File: src/rtl/nx_ia_sw_port_arb_if.sv
// Bus bundle shared by the indirect access controller, the hardware port and one RAM/CAM port.
// The slave modport is the arbiter's view; master is the surrounding environment.
interface nx_ia_sw_port_arb_if #(
   parameter int unsigned N_ENTRIES   = 1,
   parameter int unsigned N_DATA_BITS = 32
);
   localparam int unsigned AW = (N_ENTRIES > 1) ? $clog2(N_ENTRIES) : 1;
   localparam int unsigned IW = ((N_ENTRIES / 2) > 1) ? $clog2(N_ENTRIES / 2) : 1;

   logic                   sw_cs;
   logic                   sw_we;
   logic                   sw_ce;
   logic [AW-1:0]          sw_add;
   logic [N_DATA_BITS-1:0] sw_wdat;
   logic                   yield;
   logic                   grant;
   logic                   rsp;
   logic [N_DATA_BITS-1:0] sw_rdat;
   logic                   sw_match;
   logic [IW-1:0]          sw_aindex;

   logic                   hw_cs;
   logic                   hw_we;
   logic [AW-1:0]          hw_add;
   logic [N_DATA_BITS-1:0] hw_wdat;
   logic                   hw_stall;
   logic                   hw_rvld;
   logic [N_DATA_BITS-1:0] hw_rdat;

   logic                   mem_cs;
   logic                   mem_we;
   logic                   mem_ce;
   logic [AW-1:0]          mem_add;
   logic [N_DATA_BITS-1:0] mem_wdat;
   logic [N_DATA_BITS-1:0] mem_rdat;
   logic                   mem_match;
   logic [IW-1:0]          mem_aindex;

   logic                   stall_clr;
   logic [15:0]            stall_cnt;

   modport slave (
      input  sw_cs, sw_we, sw_ce, sw_add, sw_wdat, yield,
      input  hw_cs, hw_we, hw_add, hw_wdat,
      input  mem_rdat, mem_match, mem_aindex, stall_clr,
      output grant, rsp, sw_rdat, sw_match, sw_aindex,
      output hw_stall, hw_rvld, hw_rdat,
      output mem_cs, mem_we, mem_ce, mem_add, mem_wdat, stall_cnt
   );

   modport master (
      output sw_cs, sw_we, sw_ce, sw_add, sw_wdat, yield,
      output hw_cs, hw_we, hw_add, hw_wdat,
      output mem_rdat, mem_match, mem_aindex, stall_clr,
      input  grant, rsp, sw_rdat, sw_match, sw_aindex,
      input  hw_stall, hw_rvld, hw_rdat,
      input  mem_cs, mem_we, mem_ce, mem_add, mem_wdat, stall_cnt
   );
endinterface

File: src/rtl/nx_ia_sw_port_arb.sv
// Muxes the controller's software port and the hardware port onto one RAM/CAM command bus
// and routes read/compare results back to the issuing port through a tag pipeline.
module nx_ia_sw_port_arb #(
   parameter int unsigned N_ENTRIES   = 1,
   parameter int unsigned N_DATA_BITS = 32,
   parameter int unsigned RD_LATENCY  = 1
) (
   input logic                clk,
   input logic                rst,
   nx_ia_sw_port_arb_if.slave bus
);
   localparam int unsigned IW   = ((N_ENTRIES / 2) > 1) ? $clog2(N_ENTRIES / 2) : 1;
   localparam int unsigned Last = RD_LATENCY - 1;

   logic sel_sw;

   always_comb begin
      sel_sw       = bus.sw_cs && (!bus.hw_cs || bus.yield);
      bus.grant    = sel_sw;
      bus.hw_stall = bus.hw_cs && sel_sw;
      bus.mem_cs   = sel_sw || bus.hw_cs;
      bus.mem_we   = 1'b0;
      bus.mem_add  = '0;
      bus.mem_wdat = '0;
      if (sel_sw) begin
         bus.mem_we   = bus.sw_we;
         bus.mem_add  = bus.sw_add;
         bus.mem_wdat = bus.sw_wdat;
      end else if (bus.hw_cs) begin
         bus.mem_we   = bus.hw_we;
         bus.mem_add  = bus.hw_add;
         bus.mem_wdat = bus.hw_wdat;
      end
      // Write wins over compare; the hardware port never compares.
      bus.mem_ce = sel_sw && bus.sw_ce && !bus.sw_we;
   end

   logic [RD_LATENCY-1:0] vld_q, vld_d, own_q, own_d, cmp_q, cmp_d;

   always_comb begin
      vld_d    = vld_q;
      own_d    = own_q;
      cmp_d    = cmp_q;
      vld_d[0] = bus.mem_cs && !bus.mem_we;
      own_d[0] = sel_sw;
      cmp_d[0] = bus.mem_ce;
      for (int unsigned i = 1; i < RD_LATENCY; i++) begin
         vld_d[i] = vld_q[i-1];
         own_d[i] = own_q[i-1];
         cmp_d[i] = cmp_q[i-1];
      end
   end

   logic                   sw_hit, hw_hit;
   logic [N_DATA_BITS-1:0] sw_rdat_q, sw_rdat_d, hw_rdat_q, hw_rdat_d;
   logic                   sw_match_q, sw_match_d;
   logic [IW-1:0]          sw_aindex_q, sw_aindex_d;
   logic [15:0]            stall_cnt_q, stall_cnt_d;

   // Results are forwarded in the cycle memory presents them and held in the _q copies.
   always_comb begin
      sw_hit      = vld_q[Last] && own_q[Last];
      hw_hit      = vld_q[Last] && !own_q[Last];
      sw_rdat_d   = sw_rdat_q;
      sw_match_d  = sw_match_q;
      sw_aindex_d = sw_aindex_q;
      hw_rdat_d   = hw_rdat_q;
      if (sw_hit) begin
         sw_rdat_d = bus.mem_rdat;
         if (cmp_q[Last]) begin
            sw_match_d  = bus.mem_match;
            sw_aindex_d = bus.mem_aindex;
         end
      end
      if (hw_hit) begin
         hw_rdat_d = bus.mem_rdat;
      end
      stall_cnt_d = stall_cnt_q;
      if (bus.stall_clr) begin
         stall_cnt_d = '0;
      end else if (bus.hw_stall && (stall_cnt_q != 16'hFFFF)) begin
         stall_cnt_d = stall_cnt_q + 16'd1;
      end
   end

   always_ff @(posedge clk or posedge rst) begin
      if (rst) begin
         vld_q       <= '0;
         own_q       <= '0;
         cmp_q       <= '0;
         sw_rdat_q   <= '0;
         sw_match_q  <= 1'b0;
         sw_aindex_q <= '0;
         hw_rdat_q   <= '0;
         stall_cnt_q <= '0;
      end else begin
         vld_q       <= vld_d;
         own_q       <= own_d;
         cmp_q       <= cmp_d;
         sw_rdat_q   <= sw_rdat_d;
         sw_match_q  <= sw_match_d;
         sw_aindex_q <= sw_aindex_d;
         hw_rdat_q   <= hw_rdat_d;
         stall_cnt_q <= stall_cnt_d;
      end
   end

   always_comb begin
      bus.rsp       = sw_hit;
      bus.hw_rvld   = hw_hit;
      bus.sw_rdat   = sw_rdat_d;
      bus.sw_match  = sw_match_d;
      bus.sw_aindex = sw_aindex_d;
      bus.hw_rdat   = hw_rdat_d;
      bus.stall_cnt = stall_cnt_q;
   end
endmodule

File: src/flat_wrapper.sv
// flat-port wrapper written by rule: the top's interface ports become plain ports
module nx_ia_sw_port_arb_flat 
#(
   parameter int unsigned N_ENTRIES   = 1,
   parameter int unsigned N_DATA_BITS = 32,
   parameter int unsigned RD_LATENCY  = 1
)
  (clk, rst, bus_sw_cs, bus_sw_we, bus_sw_ce, bus_sw_add, bus_sw_wdat, bus_yield, bus_hw_cs, bus_hw_we, bus_hw_add, bus_hw_wdat, bus_mem_rdat, bus_mem_match, bus_mem_aindex, bus_stall_clr, bus_grant, bus_rsp, bus_sw_rdat, bus_sw_match, bus_sw_aindex, bus_hw_stall, bus_hw_rvld, bus_hw_rdat, bus_mem_cs, bus_mem_we, bus_mem_ce, bus_mem_add, bus_mem_wdat, bus_stall_cnt);
  nx_ia_sw_port_arb_if #(.N_ENTRIES(N_ENTRIES), .N_DATA_BITS(N_DATA_BITS)) bus_i ();
  input logic clk;
  input logic rst;
  input wire logic [$bits(bus_i.sw_cs)-1:0] bus_sw_cs;
  input wire logic [$bits(bus_i.sw_we)-1:0] bus_sw_we;
  input wire logic [$bits(bus_i.sw_ce)-1:0] bus_sw_ce;
  input wire logic [$bits(bus_i.sw_add)-1:0] bus_sw_add;
  input wire logic [$bits(bus_i.sw_wdat)-1:0] bus_sw_wdat;
  input wire logic [$bits(bus_i.yield)-1:0] bus_yield;
  input wire logic [$bits(bus_i.hw_cs)-1:0] bus_hw_cs;
  input wire logic [$bits(bus_i.hw_we)-1:0] bus_hw_we;
  input wire logic [$bits(bus_i.hw_add)-1:0] bus_hw_add;
  input wire logic [$bits(bus_i.hw_wdat)-1:0] bus_hw_wdat;
  input wire logic [$bits(bus_i.mem_rdat)-1:0] bus_mem_rdat;
  input wire logic [$bits(bus_i.mem_match)-1:0] bus_mem_match;
  input wire logic [$bits(bus_i.mem_aindex)-1:0] bus_mem_aindex;
  input wire logic [$bits(bus_i.stall_clr)-1:0] bus_stall_clr;
  output wire logic [$bits(bus_i.grant)-1:0] bus_grant;
  output wire logic [$bits(bus_i.rsp)-1:0] bus_rsp;
  output wire logic [$bits(bus_i.sw_rdat)-1:0] bus_sw_rdat;
  output wire logic [$bits(bus_i.sw_match)-1:0] bus_sw_match;
  output wire logic [$bits(bus_i.sw_aindex)-1:0] bus_sw_aindex;
  output wire logic [$bits(bus_i.hw_stall)-1:0] bus_hw_stall;
  output wire logic [$bits(bus_i.hw_rvld)-1:0] bus_hw_rvld;
  output wire logic [$bits(bus_i.hw_rdat)-1:0] bus_hw_rdat;
  output wire logic [$bits(bus_i.mem_cs)-1:0] bus_mem_cs;
  output wire logic [$bits(bus_i.mem_we)-1:0] bus_mem_we;
  output wire logic [$bits(bus_i.mem_ce)-1:0] bus_mem_ce;
  output wire logic [$bits(bus_i.mem_add)-1:0] bus_mem_add;
  output wire logic [$bits(bus_i.mem_wdat)-1:0] bus_mem_wdat;
  output wire logic [$bits(bus_i.stall_cnt)-1:0] bus_stall_cnt;
  assign bus_i.sw_cs = bus_sw_cs;
  assign bus_i.sw_we = bus_sw_we;
  assign bus_i.sw_ce = bus_sw_ce;
  assign bus_i.sw_add = bus_sw_add;
  assign bus_i.sw_wdat = bus_sw_wdat;
  assign bus_i.yield = bus_yield;
  assign bus_i.hw_cs = bus_hw_cs;
  assign bus_i.hw_we = bus_hw_we;
  assign bus_i.hw_add = bus_hw_add;
  assign bus_i.hw_wdat = bus_hw_wdat;
  assign bus_i.mem_rdat = bus_mem_rdat;
  assign bus_i.mem_match = bus_mem_match;
  assign bus_i.mem_aindex = bus_mem_aindex;
  assign bus_i.stall_clr = bus_stall_clr;
  assign bus_grant = bus_i.grant;
  assign bus_rsp = bus_i.rsp;
  assign bus_sw_rdat = bus_i.sw_rdat;
  assign bus_sw_match = bus_i.sw_match;
  assign bus_sw_aindex = bus_i.sw_aindex;
  assign bus_hw_stall = bus_i.hw_stall;
  assign bus_hw_rvld = bus_i.hw_rvld;
  assign bus_hw_rdat = bus_i.hw_rdat;
  assign bus_mem_cs = bus_i.mem_cs;
  assign bus_mem_we = bus_i.mem_we;
  assign bus_mem_ce = bus_i.mem_ce;
  assign bus_mem_add = bus_i.mem_add;
  assign bus_mem_wdat = bus_i.mem_wdat;
  assign bus_stall_cnt = bus_i.stall_cnt;
  nx_ia_sw_port_arb #(.N_ENTRIES(N_ENTRIES), .N_DATA_BITS(N_DATA_BITS), .RD_LATENCY(RD_LATENCY)) u_core (.clk(clk), .rst(rst), .bus(bus_i));
endmodule
File: config.mk
export PLATFORM = sky130hd
export DESIGN_NAME = nx_ia_sw_port_arb_flat
export DESIGN_NICKNAME = d
export VERILOG_FILES = /design/src/rtl/nx_ia_sw_port_arb_if.sv /design/src/rtl/nx_ia_sw_port_arb.sv /design/src/flat_wrapper.sv
export SDC_FILE = /design/constraint.sdc
export NUM_CORES = 1
export LEC_CHECK = 0
export ABC_AREA = 1
export ABC_CLOCK_PERIOD_IN_PS = 5400
export BUFFER_PORTS_ARGS = -buffer_cell sky130_fd_sc_hd__buf_2
export CORE_MARGIN = 5
export CORE_UTILIZATION = 49
export CTS_BUF_LIST = sky130_fd_sc_hd__clkbuf_8
export DETAILED_ROUTE_END_ITERATION = 12
export HOLD_SLACK_MARGIN = 0.03
export PLACE_DENSITY = 0.93
export RECOVER_POWER = 50
export SYNTH_ARGS = -nofsm -noshare
export SYNTH_HDL_FRONTEND = slang
export SYNTH_SLANG_ARGS = --single-unit
File: constraint.sdc
create_clock -name clk -period 5.4 [get_ports clk]
set_clock_uncertainty 0.2 [all_clocks]
set_input_delay 0.27 -clock clk [delete_from_list [all_inputs] [get_ports clk]]
set_output_delay 0.27 -clock clk [all_outputs]
set_load 0.005 [all_outputs]
Word level (Yosys, flattened, before mapping) --
Index checks and enable logic that the tools add are counted.
Cells by class: mux-type cells 14, reductions and logical operators 15, $add $sub $neg 1, equality and inequality tests 1
Operators by type and width (number):
- two-way mux 32 bit | 4
- two-way mux 16 bit | 2
- adder 16 x 1 -> 16 bit (second input constant) | 1
- != test 16 bit (second input constant) | 1
- logical AND 1 bit | 8
- two-way mux 1 bit | 8
- zero test 1 bit | 4
- logical OR 1 bit | 2
- nonzero test 2 bit | 1
Storage, ports and cells: bits of input ports 109, register bits 85, logic and storage cells 39, output and inout bits 122

Longest topological paths before layout --
Gate-level depths: netlist (run 1).
depth after elaboration 7, mapped depth 10, mapped depth without buffers 9

Worst setup path before layout (run 1) --
Ideal clock, no wire load.
kind reg-to-reg, start point register u_core.stall_cnt_q[1] (netlist: u_core.bus.stall_cnt[1]), end point register u_core.stall_cnt_q[2] (netlist: u_core.bus.stall_cnt[2]), path buffers 1, data arrival time 1.457 ns, stages on the path, launching flop included 11, clock period less this slack 1.724 ns, library setup time 0.066 ns, data required time 5.134 ns, setup slack 3.676 ns, cell sequence dfrtp_1 > ha_1 > nand2_1 > nor2_2 > nand2_1 > nor2_2 > o21ai_2 > inv_2 > buf_6 > nand2_1 > nand2_1
On the way: word-level cells in the longest chain between the ends 3, elaborated cells on any way between the ends 6, those cells by class add/sub (1); eq/ne (1); mux (2); reduce/logical (2)
RTL lines:
- from (decl) | RTL line nx_ia_sw_port_arb.sv:58 | logic [15:0] stall_cnt_q, stall_cnt_d;
- from (signal assigned) | RTL line nx_ia_sw_port_arb.sv:104 | stall_cnt_q <= stall_cnt_d;
- adder 16 x 1 -> 16 bit / != test 16 bit (equally long branches) | RTL line nx_ia_sw_port_arb.sv:82, nx_ia_sw_port_arb.sv:81
- two-way mux 16 bit / logical AND 1 bit (equally long branches) | RTL line nx_ia_sw_port_arb.sv:81 | end else if (bus.hw_stall && (stall_cnt_q != 16'hFFFF)) begin
- two-way mux 16 bit / nonzero test 2 bit (equally long branches)
Several ways; a longest one is shown, not always the timed one. The select of a mux whose other input is x is not followed. A chain may end at the register's enable or synchronous reset.

Final worst setup path (run 1) --
start point register u_core.own_q, end point output port bus_sw_aindex
On the way: word-level cells in the longest chain between the ends 2
RTL lines:
- from (decl) | RTL line nx_ia_sw_port_arb.sv:38 | logic [RD_LATENCY-1:0] vld_q, vld_d, own_q, own_d, cmp_q, cmp_d;
- from (signal assigned) | RTL line nx_ia_sw_port_arb.sv:98 | own_q <= own_d;
- logical AND 1 bit | RTL line nx_ia_sw_port_arb.sv:62 | sw_hit = vld_q[Last] && own_q[Last];
- two-way mux 1 bit | RTL line nx_ia_sw_port_arb.sv:68 | if (sw_hit) begin
- to (decl) | RTL line flat_wrapper.sv:30 | output wire logic [$bits(bus_i.sw_aindex)-1:0] bus_sw_aindex;
Every way passes these cells.

==> summary.md, run 1 <==
| Metric | Value |
|---|---|
| Io pins | approximately 230 |
| Synth top area share | 0.528 |
| Worst-Margin Slew | about 2 ns |
| Overflow after GRT | 0 |
| Number of global-route vias before repair | roughly 4400 |
| Maximum VDD drop | 0.144 mV |
| Max Clk Rate | around 290 MHz |
| Avg WL per Cell | 15.2 um |
| DRT iter0 DRCs | around 170 |
| Slew Limit Headroom | -0.337 |
| IO Port Bufs | 230 |
| Rows | 33 |
| Core ar. | roughly 8100 um^2 |
| Mapped Area | 4030 um^2 |
| Max Transition Viols Final | between 200 and 250 |
| Post-synth ARST share | 1.00 |
| Most frequent cell after synthesis | nand2_1 |
| Period Utilization, post-route | 0.639 |
| Post-synthesis sequential area ratio | 0.528 |
| Layout cells sized above 1 | 0.329 |
| Clk buf depth | 2 |
| WS Path Type | reg2out |
| Gpl congestion | roughly 0.94 |
| CP Launch Type | flop |
| # Post-CTS Setup Buffers | 0 |
| Synth cell count leaders | nand2_1 (195), dfrtp_1 (85), o21ai_0 (67), nand3_1 (49), inv_1 (48) |
| MaxCap Viol Count | 3 |
| Total Power | about 0.0016 W |
| Multiplexer share of the synthesized area | 0.00559 |
| # nets final | 865 |
| Largest net degree at the start of global routing | 86 |
| Hold Vio Cnt, Final | 0 |
| Initial Util | 0.498 |
| Final antenna-violating net count | 0 |
| Synth area leader | dfrtp_1 |
| Num CTS Buffers | 9 |
| Area Overhead vs Synth | 38.9% |
| DIE WIDTH | 101 um |
| Ys flop type | dfrtp_1 |
| Cell Pwr Density | roughly 290 nW/um^2 |
| Failing checks | max-capacitance violations, max-slew violations |
| Post-Synth XOR/XNOR Area | 0.00870 |
| Static leakage power | roughly 3.2 nW |
| CTS root buffer | clkbuf_8 |
| Via count | ~4400 |
| DR pass1 iterations | 5 |
| Worst skew pair latency | around 0.34 ns |
| First-pass GRT wire length | between 20 and 25 mm |
| Syn_nets | roughly 630 |
| Simple-gate area share of the yosys netlist | 0.284 |
| HPWL after DPL | between 9 and 10 mm |
| RSZ-0062 raised after global routing | no |
| Total GRT Usage | 0.261 |
| Worst-path clk slew | 0.08 ns |
| DRC errors left | 0 |
| Compound-Gate Fraction of Synth Area | 0.0938 |
| CTS tree | done |
| Routed wire length | around 13 mm |
| Synth warn | 0 |
| Post-synth EDFFs | 0 |
| Clock sinks | 85 |
| Post-synthesis cell count | approximately 520 |
| FF+latch count, synth | 85 |
| Die span in y | 101 um |
| H-tree depth | 3 |
| Element type at the critical path end | output port |
| Min Tclk post-route | around 3.4 ns |
| Avg Cell Area, Syn | just under 8 um^2 |
| Synth cell types | 23 |
| Initial antenna violation count | 1 |
| Run status | finished, violations left |
| Critical path peak fanout | 65 |
| Worst hold slack | ~0.047 ns |
| Hold WC Path Type | in2reg |
| Top post-synthesis cells by area | dfrtp_1 (53%), nand2_1 (18%), o21ai_0 (8.3%) |
| Main combinational cell family by area after synthesis | simple AND/OR/NAND/NOR gates |
| Die Area | ~10000 um^2 |
| Worst path arrival time | between 2 and 3 ns |
| Vias/cell | between 5 and 6 |
| Setup TNS | 0 ns |
| Setup Viol. Count Final | 0 |
| Area share of fa/ha/maj cells after synthesis | 0.00311 |
| Required time of the critical path | 4.93 ns |
-- flip-flops by register name, summed over array words and instances, names as in the netlist --
name,count
u_core.hw_rdat_q,32
u_core.sw_rdat_q,32
u_core.bus.stall_cnt,16
u_core.cmp_q,1
u_core.own_q,1
u_core.sw_aindex_q,1
u_core.sw_match_q,1
u_core.vld_q,1
-- per-layer routing --
layer | GRT usage | share of wire | vias up
li1 | - | - | 2131
met1 | 0.297 | 0.36 | 2018
met2 | 0.451 | 0.51 | 229
met3 | 0.0484 | 0.079 | 45
met4 | 0.161 | 0.048 | 0
met5 | 0 | 0 | -
-- area by class of cell --
type	count	area (um^2)
Antenna cell	1	2.50
Clock buffer	9	124
Clock inverter	7	75.1
Fill cell	651	2500
Inverter	52	199
Multi-Input combinational cell	356	1590
Sequential cell	85	2130
Tap cell	105	131
Timing Repair Buffer	251	1340
-- cell usage in the layout, fill, tap and decap left out, types with 2 or more instances in the layout --
master	instances
nand3_1	49
or2_2	2
mux2_2	2
nand4_1	10
inv_1	49
clkbuf_1	11
a21oi_1	2
nor2_1	16
clkinvlp_4	2
xor2_1	4
clkinv_4	2
dlygate4sd3_1	20
nor2_2	4
o21ai_0	67
dfrtp_1	85
clkbuf_8	9
nand2_1	195
inv_2	2
buf_2	219
-- cell families after synthesis --
kind of cell,count (synthesis)
XOR/XNOR,4
adder cells (fa/ha/maj),1
AND/OR/NAND/NOR,277
AO/OA/AOI/OAI,72
multiplexers,2
flip-flops,85
buffers and inverters,78
-- power breakdown --
group          internal [W]  switching [W]  total (W)
clock network      0.000215       0.000226   0.000441
logic              0.000172       0.000229   0.000401
registers          0.000737      0.0000310   0.000768
total               0.00112       0.000486    0.00161
-- stage by stage --
stage                     instances   util  cell area, um^2  setup slack (ns)
after floorplan                 519      -             4030              2.74
after global placement          829  0.644             5210              2.76
after detailed placement        829  0.644             5210              2.61
after CTS                       865  0.693             5610              2.58
after global routing            866  0.691             5590              1.62
final                           866  0.691             5590              1.95
-- critical path: stages, from the launching register on --
cell	delay, ns
dfrtp_1	0.38
nand2_1	1.31
inv_1	0.22
nand2_1	0.19
mux2_2	0.37
buf_2	0.13
-- worst paths after layout --
check	from	end	slack (ns)	depth (start not counted)
max	u_core.own_q	bus_sw_aindex	1.95	5
min	bus_mem_rdat[29]	u_core.hw_rdat_q[29]	0.05	3
max reg2reg	u_core.own_q	u_core.sw_aindex_q	2.59	4
min reg2reg	u_core.sw_rdat_q[24]	u_core.sw_rdat_q[24]	0.30	2
max in group asynchronous	rst	u_core.hw_rdat_q[8]	3.35	3
min in group asynchronous	rst	u_core.bus.stall_cnt[9]	0.44	3
-- timing repair --
| item | 4_1_cts | 5_1_grt |
|---|---|---|
| resized for setup | 0 | 0 |
| hold buffers | 20 | 0 |
| setup endpoints to repair | 0 | 0 |
| hold endpoints to repair | 26 | 0 |
(Power assumes the default switching activity.)
==> run 2, diff against run 1 <==
--- a/config.mk
+++ b/config.mk
@@ -6,14 +6,14 @@
 export NUM_CORES = 1
 export LEC_CHECK = 0
 export ABC_AREA = 1
-export ABC_CLOCK_PERIOD_IN_PS = 5400
+export ABC_CLOCK_PERIOD_IN_PS = 3510
 export BUFFER_PORTS_ARGS = -buffer_cell sky130_fd_sc_hd__buf_2
 export CORE_MARGIN = 5
-export CORE_UTILIZATION = 49
+export CORE_UTILIZATION = 46
 export CTS_BUF_LIST = sky130_fd_sc_hd__clkbuf_8
 export DETAILED_ROUTE_END_ITERATION = 12
 export HOLD_SLACK_MARGIN = 0.03
-export PLACE_DENSITY = 0.93
+export PLACE_DENSITY = 0.88
 export RECOVER_POWER = 50
 export SYNTH_ARGS = -nofsm -noshare
 export SYNTH_HDL_FRONTEND = slang
==> constraint.sdc (replaced) <==
create_clock -name clk -period 3.51 [get_ports clk]
set_clock_uncertainty 0.2 [all_clocks]
set_input_delay 0.1755 -clock clk [delete_from_list [all_inputs] [get_ports clk]]
set_output_delay 0.1755 -clock clk [all_outputs]
set_load 0.005 [all_outputs]
==> summary.md, run 2 (same netlist as run 1, synthesis figures left out) <==
| Metric | Value |
|---|---|
| WS Path Type | in2out |
| Hold WC Path Type | in2reg |
| Area Overhead vs Synth | 45.2% |
| Vias/cell | 5.00 (-2.0%) |
| Switch Pwr | 0.000743 W (+53%) |
| Gate power share | 0.242 (-0.007) |
| Critical path peak fanout | 38 (-42%) |
| Hold Path Origin | bus_sw_cs |
| Internal | 0.00188 W (+67%) |
| Clock sinks | 85 (unchanged) |
| CTS root buffer | clkbuf_8 |
| Min Tclk post-route | about 2.8 ns |
| Initial Util | 0.466 (-0.0313) |
| Switching Fraction | 0.283 (-0.0187) |
| First-pass GRT wire length | 21.2 mm (+0.86%) |
| Fillers | 678 (+4.1%) |
| Num CTS Buffers | 9 (unchanged) |
| Gpl congestion | 1.01 (+8.3%) |
| IO Port Bufs | 230 (unchanged) |
| Worst-Margin Slew | 1.57 ns (-0.435 ns) |
| MaxCap Viol Count | 1 (-2) |
| Run status | finished, violations left |
| Avg WL per Cell | 14.8 um (-2.6%) |
| Io pins | 231 (unchanged) |
| Number of global-route vias before repair | 4432 (+1.4%) |
| Clock power share | 0.307 (+0.033) |
| Layout cells sized above 1 | 0.329 (+0.000540) |
| Commonest non-fill, non-tap cell in the layout | buf_2 |
| Worst skew pair latency | 0.34 ns (about the same) |
| Core ar. | 8640 um^2 (+6.7%) |
| # nets final | 886 (+2.4%) |
| RSZ-0062 raised after global routing | no |
| Rows | 34 (+3.0%) |
| DR pass1 iterations | 4 (-1) |
| Critical path cell sequence | clkbuf_1 > inv_2 > o21ai_4 > buf_4 > inv_4 > nand2_2 > inv_1 > buf_2 |
| Worst Slack Setup Final | 0.737 ns (-1.21 ns) |
| Overflow after GRT | 0 (unchanged) |
| Clk buf depth | 2 (unchanged) |
| Final antenna-violating net count | 0 (unchanged) |
| Maximum VDD drop | 0.259 mV (+80%) |
| Total GRT Usage | 0.236 (-0.0256) |
| DIE WIDTH | 104 um (+2.9%) |
| CP Launch Type | primary input |
| Cell Pwr Density | 449 nW/um^2 (+56%) |
| Via count | 4454 (+0.70%) |
| CTS tree | done |
| Initial antenna violation count | 2 (+1) |
| Die Area | 10700 um^2 (+5.9%) |
| Setup Viol. Count Final | 0 (unchanged) |
| HPWL after DPL | 9.56 mm (-3.0%) |
| Worst R2R Start | u_core.vld_q |
| Slowest stage delay, CP | 0.99 ns (-0.32 ns) |
| DRC errors left | 0 (unchanged) |
| Hold Vio Cnt, Final | 0 (unchanged) |
| Die span in y | 104 um (+2.9%) |
| Placement Setup Slack | 1.07 ns (-1.54 ns) |
| H-tree depth | 3 (unchanged) |
| Static leakage power | 3.34 nW (+3.8%) |
| Power share of the sequential group | 0.451 (-0.026) |
| Most frequent cells in the layout | buf_2 (222), nand2_1 (194), dfrtp_1 (85) |
| Worst-path clk slew | 0.08 ns (about the same) |
| Failing checks | max-capacitance violations, max-slew violations |
| Element type at the critical path end | output port |
| Setup TNS | 0 ns (unchanged) |
| Largest net degree at the start of global routing | 66 (-23%) |
| DRT iter0 DRCs | 233 (+35%) |
| Period Utilization, post-route | 0.790 |
| Routed wire length | 13.2 mm (+0.12%) |
| Required time of the critical path | 3.13 ns (-1.80 ns) |
| Worst path arrival time | 2.40 ns (-0.58 ns) |
| Max Transition Viols Final | 39 (-82%) |
| Critical Path Start | bus_hw_cs |
| Crit path max-delay cell type | clkbuf_1 |
| Max Clk Rate | 361 MHz |
| # Post-CTS Setup Buffers | 0 (unchanged) |
| Slew Limit Headroom | -0.0527 (+0.284) |
## run 2: changes by cell type in the layout (fill, tap and decap cells not counted), moves of 2 or more
cell,change
buf_2,+3
buf_4,+2
bufinv_16,+2
clkbuf_1,-3
clkinv_4,-2
dlygate4sd3_1,+19
inv_1,-2
## run 2: what timing repair did
action / 4_1_cts / 5_1_grt
gates resized for setup: 0 / 0
endpoints found under the hold margin: 107 / 0
hold buffers: 39 / 0
## run 2: path summary, 6_finish.rpt
kind                                       end  slack (ns)  depth (start not counted)
min in group asynchronous  u_core.hw_rdat_q[0]        0.55                          3
hold reg to reg            u_core.hw_rdat_q[1]        0.30                          2
setup / recovery                  bus_hw_stall        0.74                          8
max in group asynchronous  u_core.sw_rdat_q[6]        1.29                          4
hold / removal                    u_core.vld_q        0.27                          4
setup reg to reg            u_core.sw_aindex_q        1.41                          4
## run 2: worst max-delay path: cells and delay by family
family / cells / cell delay [ns]
buffers and inverters: 6 / 1.87
AO/OA/AOI/OAI: 1 / 0.18
AND/OR/NAND/NOR: 1 / 0.15
## run 2: power groups by stage
| stage | logic (W) | clock network, W | registers (W) |
|---|---|---|---|
| after floorplan | 0.000288 | 0 | 0.00118 |
| after global placement | 0.000575 | 0 | 0.00119 |
| after detailed placement | 0.000595 | 0 | 0.00120 |
| after CTS | 0.000633 | 0.000824 | 0.00118 |
| after global routing | 0.000711 | 0.000858 | 0.00120 |
| final | 0.000636 | 0.000806 | 0.00118 |
## run 2: cell type report
cell class	count	area, um^2	area share
flip-flops and latches	85	2130	0.364
well taps	108	135	0.0231
multi-input cells	356	1590	0.273
repair buffers	272	1550	0.265
inverters	52	199	0.0340
clock buffers	9	124	0.0212
clock inverters	6	111	0.0190
diodes	2	5.00	0.000856
## run 2: layer usage
| layer | GRT usage | part of all wire | vias up |
|---|---|---|---|
| met2 | 0.410 | 0.51 | 217 |
| li1 | - | - | 2160 |
| met5 | 0 | 0 | - |
| met4 | 0.121 | 0.039 | 0 |
| met3 | 0.0516 | 0.073 | 43 |
| met1 | 0.270 | 0.38 | 2034 |
## run 2: metrics by stage
stage,hold WS (ns),instance area (um^2),instances,util,total power [W]
floorplan,0.0659,4030,519,-,0.00147
global placement,0.0599,5230,834,0.605,0.00176
detailed placement,0.0720,5230,834,0.605,0.00179
CTS,0.196,5850,888,0.678,0.00264
global route,0.284,5850,890,0.677,0.00277
finish,0.269,5850,890,0.677,0.00263
